==> src/rtl/gpio_link_responder.sv <==
// Board-side responder for the bit-banged GPIO header: synchronizes the header lines, runs a
// four-phase req/ack handshake and services a small 24-bit register file.
module gpio_link_responder #(
    parameter int NUM_REGS      = 16,
    parameter int SYNC_STAGES   = 2,
    parameter int SETTLE_CYCLES = 4
) (
    input  logic        clk,
    input  logic        rst,
    input  logic [35:0] gpio_in,
    output logic [35:0] gpio_out,
    input  logic [3:0]  local_addr,
    output logic [23:0] local_rdata,
    output logic        wr_pulse,
    output logic [7:0]  wr_addr,
    output logic [23:0] wr_data,
    output logic [15:0] txn_count
);

    localparam int IDX_W = (NUM_REGS > 1) ? $clog2(NUM_REGS) : 1;
    localparam int CNT_W = $clog2(SETTLE_CYCLES + 1);

    typedef enum logic [1:0] {IDLE, SETTLE, EXEC, ACK} state_t;

    logic [SYNC_STAGES-1:0][35:0] sync_q;
    logic [SYNC_STAGES-1:0]       fill_q;
    logic [35:0]                  sync_out;
    logic                         sync_ready;
    logic                         req_s;
    logic                         we_s;
    logic [7:0]                   addr_s;
    logic [23:0]                  wdata_s;
    logic                         addr_ok;
    logic                         local_ok;
    logic                         unused_hdr_bits;

    state_t            state;
    logic              armed;
    logic [CNT_W-1:0]  settle_cnt;
    logic [23:0]       rdata;
    logic              ack;
    logic              err;
    logic              busy;
    logic [23:0]       regs [NUM_REGS];

    // fill_q marks when the last sync stage holds real header data rather than its reset zeros,
    // so a req held high across reset is never mistaken for a low level.
    // NOTE: sequential state uses non-blocking assignments so every flop samples pre-edge values.
    always_ff @(posedge clk or posedge rst) begin
        if (rst) begin
            sync_q <= '0;
            fill_q <= '0;
        end else begin
            sync_q[0] <= gpio_in;
            fill_q[0] <= 1'b1;
            for (int i = 1; i < SYNC_STAGES; i++) begin
                sync_q[i] <= sync_q[i-1];
                fill_q[i] <= fill_q[i-1];
            end
        end
    end

    assign sync_out        = sync_q[SYNC_STAGES-1];
    assign sync_ready      = fill_q[SYNC_STAGES-1];
    assign wdata_s         = sync_out[23:0];
    assign addr_s          = sync_out[31:24];
    assign we_s            = sync_out[32];
    assign req_s           = sync_out[33];
    assign unused_hdr_bits = ^sync_out[35:34];

    assign addr_ok  = 32'(addr_s) < NUM_REGS;
    assign local_ok = 32'(local_addr) < NUM_REGS;

    // A write in flight lands on the edge, so a same-cycle local read still sees the old value.
    assign local_rdata = local_ok ? regs[local_addr[IDX_W-1:0]] : '0;
    assign gpio_out    = {1'b0, busy, err, ack, 8'h00, rdata};

    always_ff @(posedge clk or posedge rst) begin
        if (rst) begin
            state      <= IDLE;
            armed      <= 1'b0;
            settle_cnt <= '0;
            rdata      <= '0;
            ack        <= 1'b0;
            err        <= 1'b0;
            busy       <= 1'b0;
            wr_pulse   <= 1'b0;
            wr_addr    <= '0;
            wr_data    <= '0;
            txn_count  <= '0;
            // NOTE: the register file is small and must read back zero after reset, so it is
            // built from resettable flops rather than a RAM macro.
            for (int i = 0; i < NUM_REGS; i++) regs[i] <= '0;
        end else begin
            wr_pulse <= 1'b0;
            case (state)
                IDLE: begin
                    if (!req_s) begin
                        if (sync_ready) armed <= 1'b1;
                    end else if (armed) begin
                        state      <= SETTLE;
                        settle_cnt <= CNT_W'(SETTLE_CYCLES - 1);
                        busy       <= 1'b1;
                    end
                end
                SETTLE: begin
                    if (!req_s) begin
                        state      <= IDLE;
                        settle_cnt <= '0;
                        busy       <= 1'b0;
                    end else if (settle_cnt == '0) begin
                        state <= EXEC;
                    end else begin
                        settle_cnt <= settle_cnt - 1'b1;
                    end
                end
                EXEC: begin
                    if (!addr_ok) begin
                        err   <= 1'b1;
                        rdata <= '0;
                    end else if (we_s) begin
                        regs[addr_s[IDX_W-1:0]] <= wdata_s;
                        rdata    <= wdata_s;
                        err      <= 1'b0;
                        wr_pulse <= 1'b1;
                        wr_addr  <= addr_s;
                        wr_data  <= wdata_s;
                    end else begin
                        rdata <= regs[addr_s[IDX_W-1:0]];
                        err   <= 1'b0;
                    end
                    txn_count <= txn_count + 1'b1;
                    ack       <= 1'b1;
                    state     <= ACK;
                end
                ACK: begin
                    if (!req_s) begin
                        state <= IDLE;
                        ack   <= 1'b0;
                        busy  <= 1'b0;
                    end
                end
                default: state <= IDLE;
            endcase
        end
    end

endmodule

==> config.mk <==
export PLATFORM = sky130hd
export DESIGN_NAME = gpio_link_responder
export DESIGN_NICKNAME = d
export VERILOG_FILES = /design/src/rtl/gpio_link_responder.sv
export SDC_FILE = /design/constraint.sdc
export NUM_CORES = 1
export LEC_CHECK = 0
export ABC_AREA = 1
export CORE_ASPECT_RATIO = 1.75
export CORE_MARGIN = 2
export CORE_UTILIZATION = 55
export DETAILED_ROUTE_END_ITERATION = 10
export PLACE_DENSITY = 0.85
export SYNTH_ARGS = -nofsm -noshare
export SYNTH_HDL_FRONTEND = slang
export SYNTH_SLANG_ARGS = --single-unit
==> constraint.sdc <==
create_clock -name clk -period 29.1 [get_ports clk]
set_clock_uncertainty 0.2 [all_clocks]
set_input_delay 7.275 -clock clk [delete_from_list [all_inputs] [get_ports clk]]
set_output_delay 7.275 -clock clk [all_outputs]
set_load 0.02 [all_outputs]
### Word level (Yosys, flattened, before mapping)

Index checks and enable logic that the tools add are counted.

* bits in registers: 536
* input bits: 42
* word-level logic and storage cells: 92

* add/subtract/negate cells: 2
* $lt $le $gt $ge: 4
* eq/ne operators: 9
* multiplexer cells: 31
* bitwise operators: 3
* reduce and logical (&&, ||, !) cells: 13

Operators with widths (count)
* 384-bit bitwise mux: 1
* 24-bit binary-select mux with 4-bit select: 2
* 24-bit 2-to-1 mux: 7
* 24-bit demux with 4-bit select: 1
* 16-bit by 1-bit adder with 16-bit output, second input constant: 1
* 3-bit 2-to-1 mux: 4
* 4-bit AND reduction: 3
* 5-bit greater-or-equal comparator, second input constant: 2
* 2-bit 2-to-1 mux: 5
* 4-bit inverter with 5-bit output: 2
* 8-bit by 5-bit < comparator with 1-bit output, second input constant: 1
* 2-bit inequality test, second input constant: 4
* 2-bit one-hot mux with 4 select lines: 1
* 1-bit 2-to-1 mux: 7
* 3-bit inequality test, second input constant: 2
* 3-bit one-hot mux with 2 select lines: 1
* 3-bit AND reduction: 2
* 2-bit nonzero test: 3
* 5-bit by 1-bit < comparator with 1-bit output, second input constant: 1
* 2-bit equality test, second input constant: 2
* 1-bit one-hot mux with 2 select lines: 2
* 3-bit zero test: 1
* 3-bit by 1-bit subtractor with 3-bit output, second input constant: 1
* 2-bit by 1-bit equality test with 1-bit output, second input constant: 1
* 5 further kinds: 5

### Depth between registers and ports, before layout

Gate-level depths: netlist (run 1).

* depth after elaboration: 6
* depth in mapped cells: 12

### Worst setup path after synthesis (run 1)

Ideal clock, no wire load.

* path kind: input to output
* start: input port local_addr[0]
* end: output port local_rdata[10]
* data arrival time: 8433 ps
* path slack: 13192 ps
* stages: 8
* buffers on the path: 3
* cell sequence: clkbuf_1 > clkbuf_1 > clkbuf_1 > nand2_1 > o211ai_1 > nand3_1 > nand3_1 > nand2_1

* longest elaborated chain between the ends: 4

RTL lines
* from (decl): line 12 `input logic [3:0] local_addr,`
* 4-bit inverter with 5-bit output (not written as such): line 75 `assign local_rdata = local_ok ? regs[local_addr[IDX_W-1:0]] : '0;`
* 24-bit binary-select mux with 4-bit select: line 75
* 24-bit 2-to-1 mux (not written as such) (2 in series): line 75
* to (decl): line 13 `output logic [23:0] local_rdata,`

No other way between the ends. The select of a mux whose other input is x is not followed.

### Worst setup path after layout (run 1)

* start: input port local_addr[0]
* end: output port local_rdata[17]

The elaborated chain is that of the path after synthesis.

==> metrics.txt, run 1 <==
Placed Instance Area=0.02818 mm^2; DRC viols=0; critical path launch point type=input pin; Clock Tree Buf Depth=3; clk root buf=clkbuf_16; largest net degree at the start of global routing=202; Mapped Cells=3650; design area=0.02990 mm^2; Routed Antenna Nets=0; setup bufs post-CTS=0; Layout Nets=3635; Setup CP Type=in -> out; first-pass GRT wire length=122.9 mm; HPWL after detailed placement=42.61 mm; DIE AREA=0.05103 mm^2; routed wl met2=35.71 mm; fin crit share=0.6113; Critical-path top delay cell=buf_4; Max Freq=56.21 MHz; n_diodes=0; Post-synth ARST share=1.000; CTS tree=done; clock slew at reported path FFs=60 ps; EDFF count, synth=0; most frequent cells in the layout=1596 x nand2_1, 534 x dfrtp_1, 408 x o21ai_0, 244 x inv_1, 150 x nand3_1; initial core utilization=0.5565; Adder-Cell Fraction of Synth Area=0.001388; Final Hold Fails=0; share of post-route cells with drive strength above 1=0.03997; final setup fails=0; shortest period the worst path allows=17790 ps; Critical Path End Type=output port; count of hold-fix buffers inserted at cts=0; sequential share of the synthesized area=0.4960; Die Wd=171.6 um; vias in the first global route=22960; slew of the pin with the lowest slew margin=1293 ps; Routed WL=77.88 mm; PortBufs=139; HP Class=reg -> reg; CTS Buf Count=49; num rows=107; WL met1=29.86 mm; RSZ-0062 raised after global routing=no; Synth Area in Simple Gates=0.2597; Final Wtd Congestion=0.8396; multiplexer area fraction after synthesis=0; worst-skew pair later-pin latency=590 ps; initial antenna violation count=2; uppermost layer routed=met5; fin util=0.6153; Crit path largest cell delay=920 ps; core area=0.04860 mm^2; P_leak=14.35 nW; synth warn=0; area delta synth->final=10.57%; die height=297.3 um; Vias/cell=5.737; DR pass1 iterations=6; PD cells=57.03 mW/mm^2; Req. time, crit path=21620 ps; Post-Syn Area=0.02704 mm^2; H-Tree Depth=2; Avg Synthesized Cell Area=7.410 um^2; Slew Viols, Final=0; CP bufs+invs=3; most common cell after layout, fill and taps aside=nand2_1; Synth Area in XOR/XNOR=0.004210; critical path peak fanout=201; main combinational cell family by area after synthesis=simple AND/OR/NAND/NOR gates; Synth Flop Type=dfrtp_1; CTS sink cnt=536; All-Layer GR Usage=0.3052; GRT Residual Overflow=0; Peak VDD IR=0.03993 mV; # IOs=151; worst-path cell chain=buf_8, buf_4, o211ai_1, nand3_1, nand3_1, nand2_1, clkdlybuf4s50_1; Top delay family on crit path=buffers and inverters; WL/cell=18.19 um; met3 WL=7.740 mm; CP dominant cell by count=nand3_1; setup TNS=0 ps; slew margin rel.=0.1349; Yosys cell types=28; outcome=finished, final reports clean; arrival time worst endpoint=10320 ps; Synth Area in Compound Gates=0.1526; # resized after CTS=0; Vias=24570; register bit count reported by yosys=536; Starting DRT DRC Count=3309; max-cap check violation count=0
sequential cells by signal (all words and copies together) (netlist names), 3 cells and up, named ones only:
name,flops
rdata,24
regs,384
settle_cnt,3
sync_out,34
sync_q,34
txn_count,16
wr_addr,8
wr_data,24
report_power, final:
part | internal (mW) | total (mW) | switching, mW
Sequential | 0.775 | 0.800 | 0.0246
Clock | 0.402 | 0.698 | 0.295
Combinational | 0.0699 | 0.208 | 0.138
Total | 1.25 | 1.71 | 0.458
worst paths after layout:
kind / start / endpoint / slack [ps] / cells past startpoint
max reg2reg: sync_out[24]$_DFF_PP0_ / regs[235]$_DFFE_PP0P_ / 24580 / 6
max: local_addr[0] / local_rdata[17] / 11310 / 7
max in group asynchronous: rst / sync_out[25]$_DFF_PP0_ / 19930 / 3
min in group asynchronous: rst / wr_data[20]$_DFFE_PP0P_ / 7050 / 2
min: sync_q[7]$_DFF_PP0_ / sync_out[7]$_DFF_PP0_ / 140 / 0
min reg2reg: sync_q[7]$_DFF_PP0_ / sync_out[7]$_DFF_PP0_ / 140 / 0
cells by family (layout without fill, tap and decap cells):
logic type | count (synthesis) | count (layout)
AOI/OAI and AO/OA | 763 | 763
xor gates and xnor gates | 13 | 13
other | 2 | 10
adders and majority gates | 3 | 3
buffers and inverters | 531 | 501
DFF | 536 | 536
and+or+nand+nor | 1802 | 1802
metrics by stage:
stage | total power [mW] | setup WS (ps) | hold slack, ps | cells
3_3_place_gp | 1.016 | 11410 | 131.4 | 4193
5_1_grt | 1.763 | 11080 | 153.5 | 4282
3_5_place_dp | 1.020 | 11400 | 134.7 | 4193
2_1_floorplan | 0.9385 | 6645 | 131.2 | 3658
4_1_cts | 1.712 | 11380 | 147.2 | 4282
6_report | 1.705 | 11310 | 144.8 | 4282
worst register-to-register path, stage by stage (launching register included):
cell	delay [ps]
dfrtp_4	800
inv_6	800
buf_4	950
nand2_1	220
nor2_4	230
nand2_2	720
o21ai_0	480
layout make-up:
class | instances | area, um^2
clock inverters | 24 | 325.3
multi-input cells | 2591 | 11410
inverters | 249 | 948.4
well taps | 654 | 818.3
fillers | 4243 | 18690
flip-flops and latches | 536 | 13420
clock buffers | 65 | 1399
repair buffers | 163 | 1585
per-layer routing:
layer / track usage / up-vias
li1: - / 11450
met1: 0.4023 / 11510
met2: 0.4839 / 1300
met3: 0.04550 / 304
met4: 0.1649 / 4
met5: 0 / -
synthesized netlist by cell type, types with 5 or more instances:
cell type  count  area share
a21oi_1       96       0.018
a22oi_1       24      0.0067
buf_1         37      0.0051
buf_2         50      0.0093
buf_4         15      0.0042
buf_6         28       0.012
clkbuf_1     152       0.021
dfrtp_1      536        0.50
inv_1        247       0.034
nand2_1     1612        0.22
nand3_1      150       0.028
nor2_1        24      0.0033
nor2_4         5      0.0021
nor3_1         7      0.0013
o211ai_1      95       0.026
o21ai_0      408       0.076
o21ai_1      137       0.025
xnor2_1        6      0.0019
xor2_1         7      0.0023
Power figures use the tool's default switching activity.
==> inputs of run 2 (changes only) <==
==> constraint.sdc (replaced) <==
create_clock -name clk -period 17.44 [get_ports clk]
set_clock_uncertainty 0.2 [all_clocks]
set_input_delay 4.36 -clock clk [delete_from_list [all_inputs] [get_ports clk]]
set_output_delay 4.36 -clock clk [all_outputs]
set_load 0.02 [all_outputs]
==> run 2 against run 1 <==
Against the previous run: routed wire length is 1.8% higher; hold slack better by 2.8 ps; first-iteration DRC count is 20% lower; die area stayed put; non-clock buffer count is 8 higher; worst setup slack worse by 5800 ps; combinational power is 67% higher; flip-flop and latch count stayed put; via count is 0.94% higher; power is 64% higher; critical endpoint is now local_rdata[11]; highest routed layer unchanged.
==> metrics.txt, run 2 (synthesis gave the netlist of run 1 again) <==
outcome=finished, final reports clean; DIE AREA=0.05103 mm^2 (unchanged); Sw Pwr=751.4 uW (+64%); Sequential Power Share=0.477 (+0.008); Hold Startpoint=sync_q[17]$_DFF_PP0_; share of post-route cells with drive strength above 1=0.04075 (+0.0007820); Final Hold Fails=0 (unchanged); Vias/cell=5.784 (+0.83%); DR pass1 iterations=7 (+1); HPWL after detailed placement=43.22 mm (+1.4%); CTS tree=done; die height=297.3 um (unchanged); fillers=4182 (-1.4%); first-pass GRT wire length=125.1 mm (+1.8%); Sw Ratio=0.2680 (-0.0005571); hold path cells=0 (unchanged); setup TNS=0 ps (unchanged); GRT Residual Overflow=0 (unchanged); setup bufs post-CTS=0 (unchanged); All-Layer GR Usage=0.3117 (+0.006512); CTS Buf Count=48 (-2.0%); CP dominant cell by count=nand3_1; arrival time worst endpoint=7330 ps (-2990 ps); Tot Pwr=2.803 mW (+64%); count of hold-fix buffers inserted at cts=0 (unchanged); Post-Place Cells=4201 (+0.19%); Die Wd=171.6 um (unchanged); DRC viols=0 (unchanged); Routed WL=79.26 mm (+1.8%); critical path peak fanout=106 (-47%); most frequent cells in the layout=1596 x nand2_1, 534 x dfrtp_1, 408 x o21ai_0, 244 x inv_1, 150 x nand3_1; clock slew at reported path FFs=60 ps (about the same); Placed Instance Area=0.02824 mm^2 (+0.23%); worst-skew pair later-pin latency=580 ps (about the same); core area=0.04860 mm^2 (unchanged); WL/cell=18.49 um (+1.7%); most common cell after layout, fill and taps aside=nand2_1; initial core utilization=0.5565 (unchanged); fin crit share=0.6816; final setup fails=0 (unchanged); slew of the pin with the lowest slew margin=1250 ps (-43.48 ps); register area=0.01342 mm^2 (unchanged); Critical Path End Type=output port; PortBufs=139 (unchanged); RSZ-0062 raised after global routing=no; PD cells=93.82 mW/mm^2 (+65%); number of cells on the worst reg-to-reg path=7 (+1); Layout Cells excl Fill=4287 (+0.12%); largest net degree at the start of global routing=209 (+3.5%); hold slack=147.7 ps (+2.836 ps); Routed Antenna Nets=0 (unchanged); clk root buf=clkbuf_16; max reg flops=384 (unchanged); Req. time, crit path=12880 ps (-8740 ps); Slew Viols, Final=0 (unchanged); footprint of the multi-input gates=0.01140 mm^2 (about the same); num rows=107 (unchanged); # IOs=151 (unchanged); Setup CP Type=in -> out; Starting DRT DRC Count=2663 (-20%); clock share of power=0.400 (-0.009); slew margin rel.=0.1639 (+0.02909); Internal=2.052 mW (+65%); Critical-path top delay cell=buf_4; Clock Tree Buf Depth=3 (unchanged); worst-path cell chain=buf_6, buf_4, o211ai_1, nand3_1, nand3_1, nand2_1, clkdlybuf4s50_1; end of the worst register-to-register path=regs[63]$_DFFE_PP0P_; Final Wtd Congestion=0.8206 (-2.3%); share of total power in combinational logic=0.124 (+0.002); Layout Nets=3642 (+0.19%); Vias=24800 (+0.94%); shortest period the worst path allows=11890 ps; Critical R2R Launch=sync_out[25]$_DFF_PP0_; critical path launch point type=input pin; Max Freq=84.12 MHz; CTS sink cnt=536 (unchanged); Largest Register=regs; Crit path largest cell delay=890 ps (-30 ps); area delta synth->final=10.49% (about the same); WHS Endpoint=sync_out[17]$_DFF_PP0_; vias in the first global route=23550 (+2.5%); initial antenna violation count=1 (-1); P_leak=14.34 nW (about the same); design area=0.02988 mm^2 (about the same); worst reg2reg setup slack=12910 ps (-11670 ps); max-cap check violation count=0 (unchanged); H-Tree Depth=2 (unchanged); HP Class=reg -> reg; # resized after CTS=0 (unchanged); Peak VDD IR=0.07182 mV (+80%)
-- run 2: metal layers --
layer,part of all wire,track usage,vias up
met5,0.00016,0,-
met4,0.065,0.1992,2
met3,0.099,0.05548,326
met2,0.46,0.4880,1328
met1,0.38,0.3970,11690
li1,-,-,11460
-- run 2: metrics by stage --
stage / utilization / setup WS, ps
2_1_floorplan: - / 5592
3_3_place_gp: 0.5812 / 5653
3_5_place_dp: 0.5812 / 5675
4_1_cts: 0.6148 / 5678
5_1_grt: 0.6148 / 5490
6_report: 0.6149 / 5553
-- run 2: power groups by stage --
stage                     clock network, mW  registers (mW)  logic (mW)
after detailed placement                  0            1.36       0.344
after global placement                    0            1.36       0.340
final                                  1.12            1.34       0.347
after CTS                              1.13            1.34       0.347
after global routing                   1.18            1.34       0.381
after floorplan                           0            1.37       0.195
-- run 2: worst max path at each step --
stage / start / to / slack, ps / cells after the start
4_1_cts: local_addr[1] / local_rdata[18] / 5680 / 7
3_5_place_dp: local_addr[1] / local_rdata[18] / 5670 / 7
2_1_floorplan: rst / asynchronous set/reset pin / 5590 / 1
5_1_grt: local_addr[1] / local_rdata[19] / 5490 / 7
3_3_place_gp: local_addr[1] / local_rdata[17] / 5650 / 7
6_report: local_addr[1] / local_rdata[11] / 5550 / 7
-- run 2: critical path: cells and delay by family --
| family | cells | cell delay [ps] |
|---|---|---|
| AO/OA/AOI/OAI | 1 | 200 |
| AND/OR/NAND/NOR | 3 | 450 |
| buffers and inverters | 3 | 2200 |
-- run 2: area by class of cell --
class | count | area share
sequential | 536 | 0.4491
multi-input combinational | 2591 | 0.3816
timing repair buffer | 171 | 0.05548
clock buffer | 66 | 0.04619
inverter | 249 | 0.03161
tap | 654 | 0.02738
clock inverter | 19 | 0.008542
antenna | 1 | 0.00008374
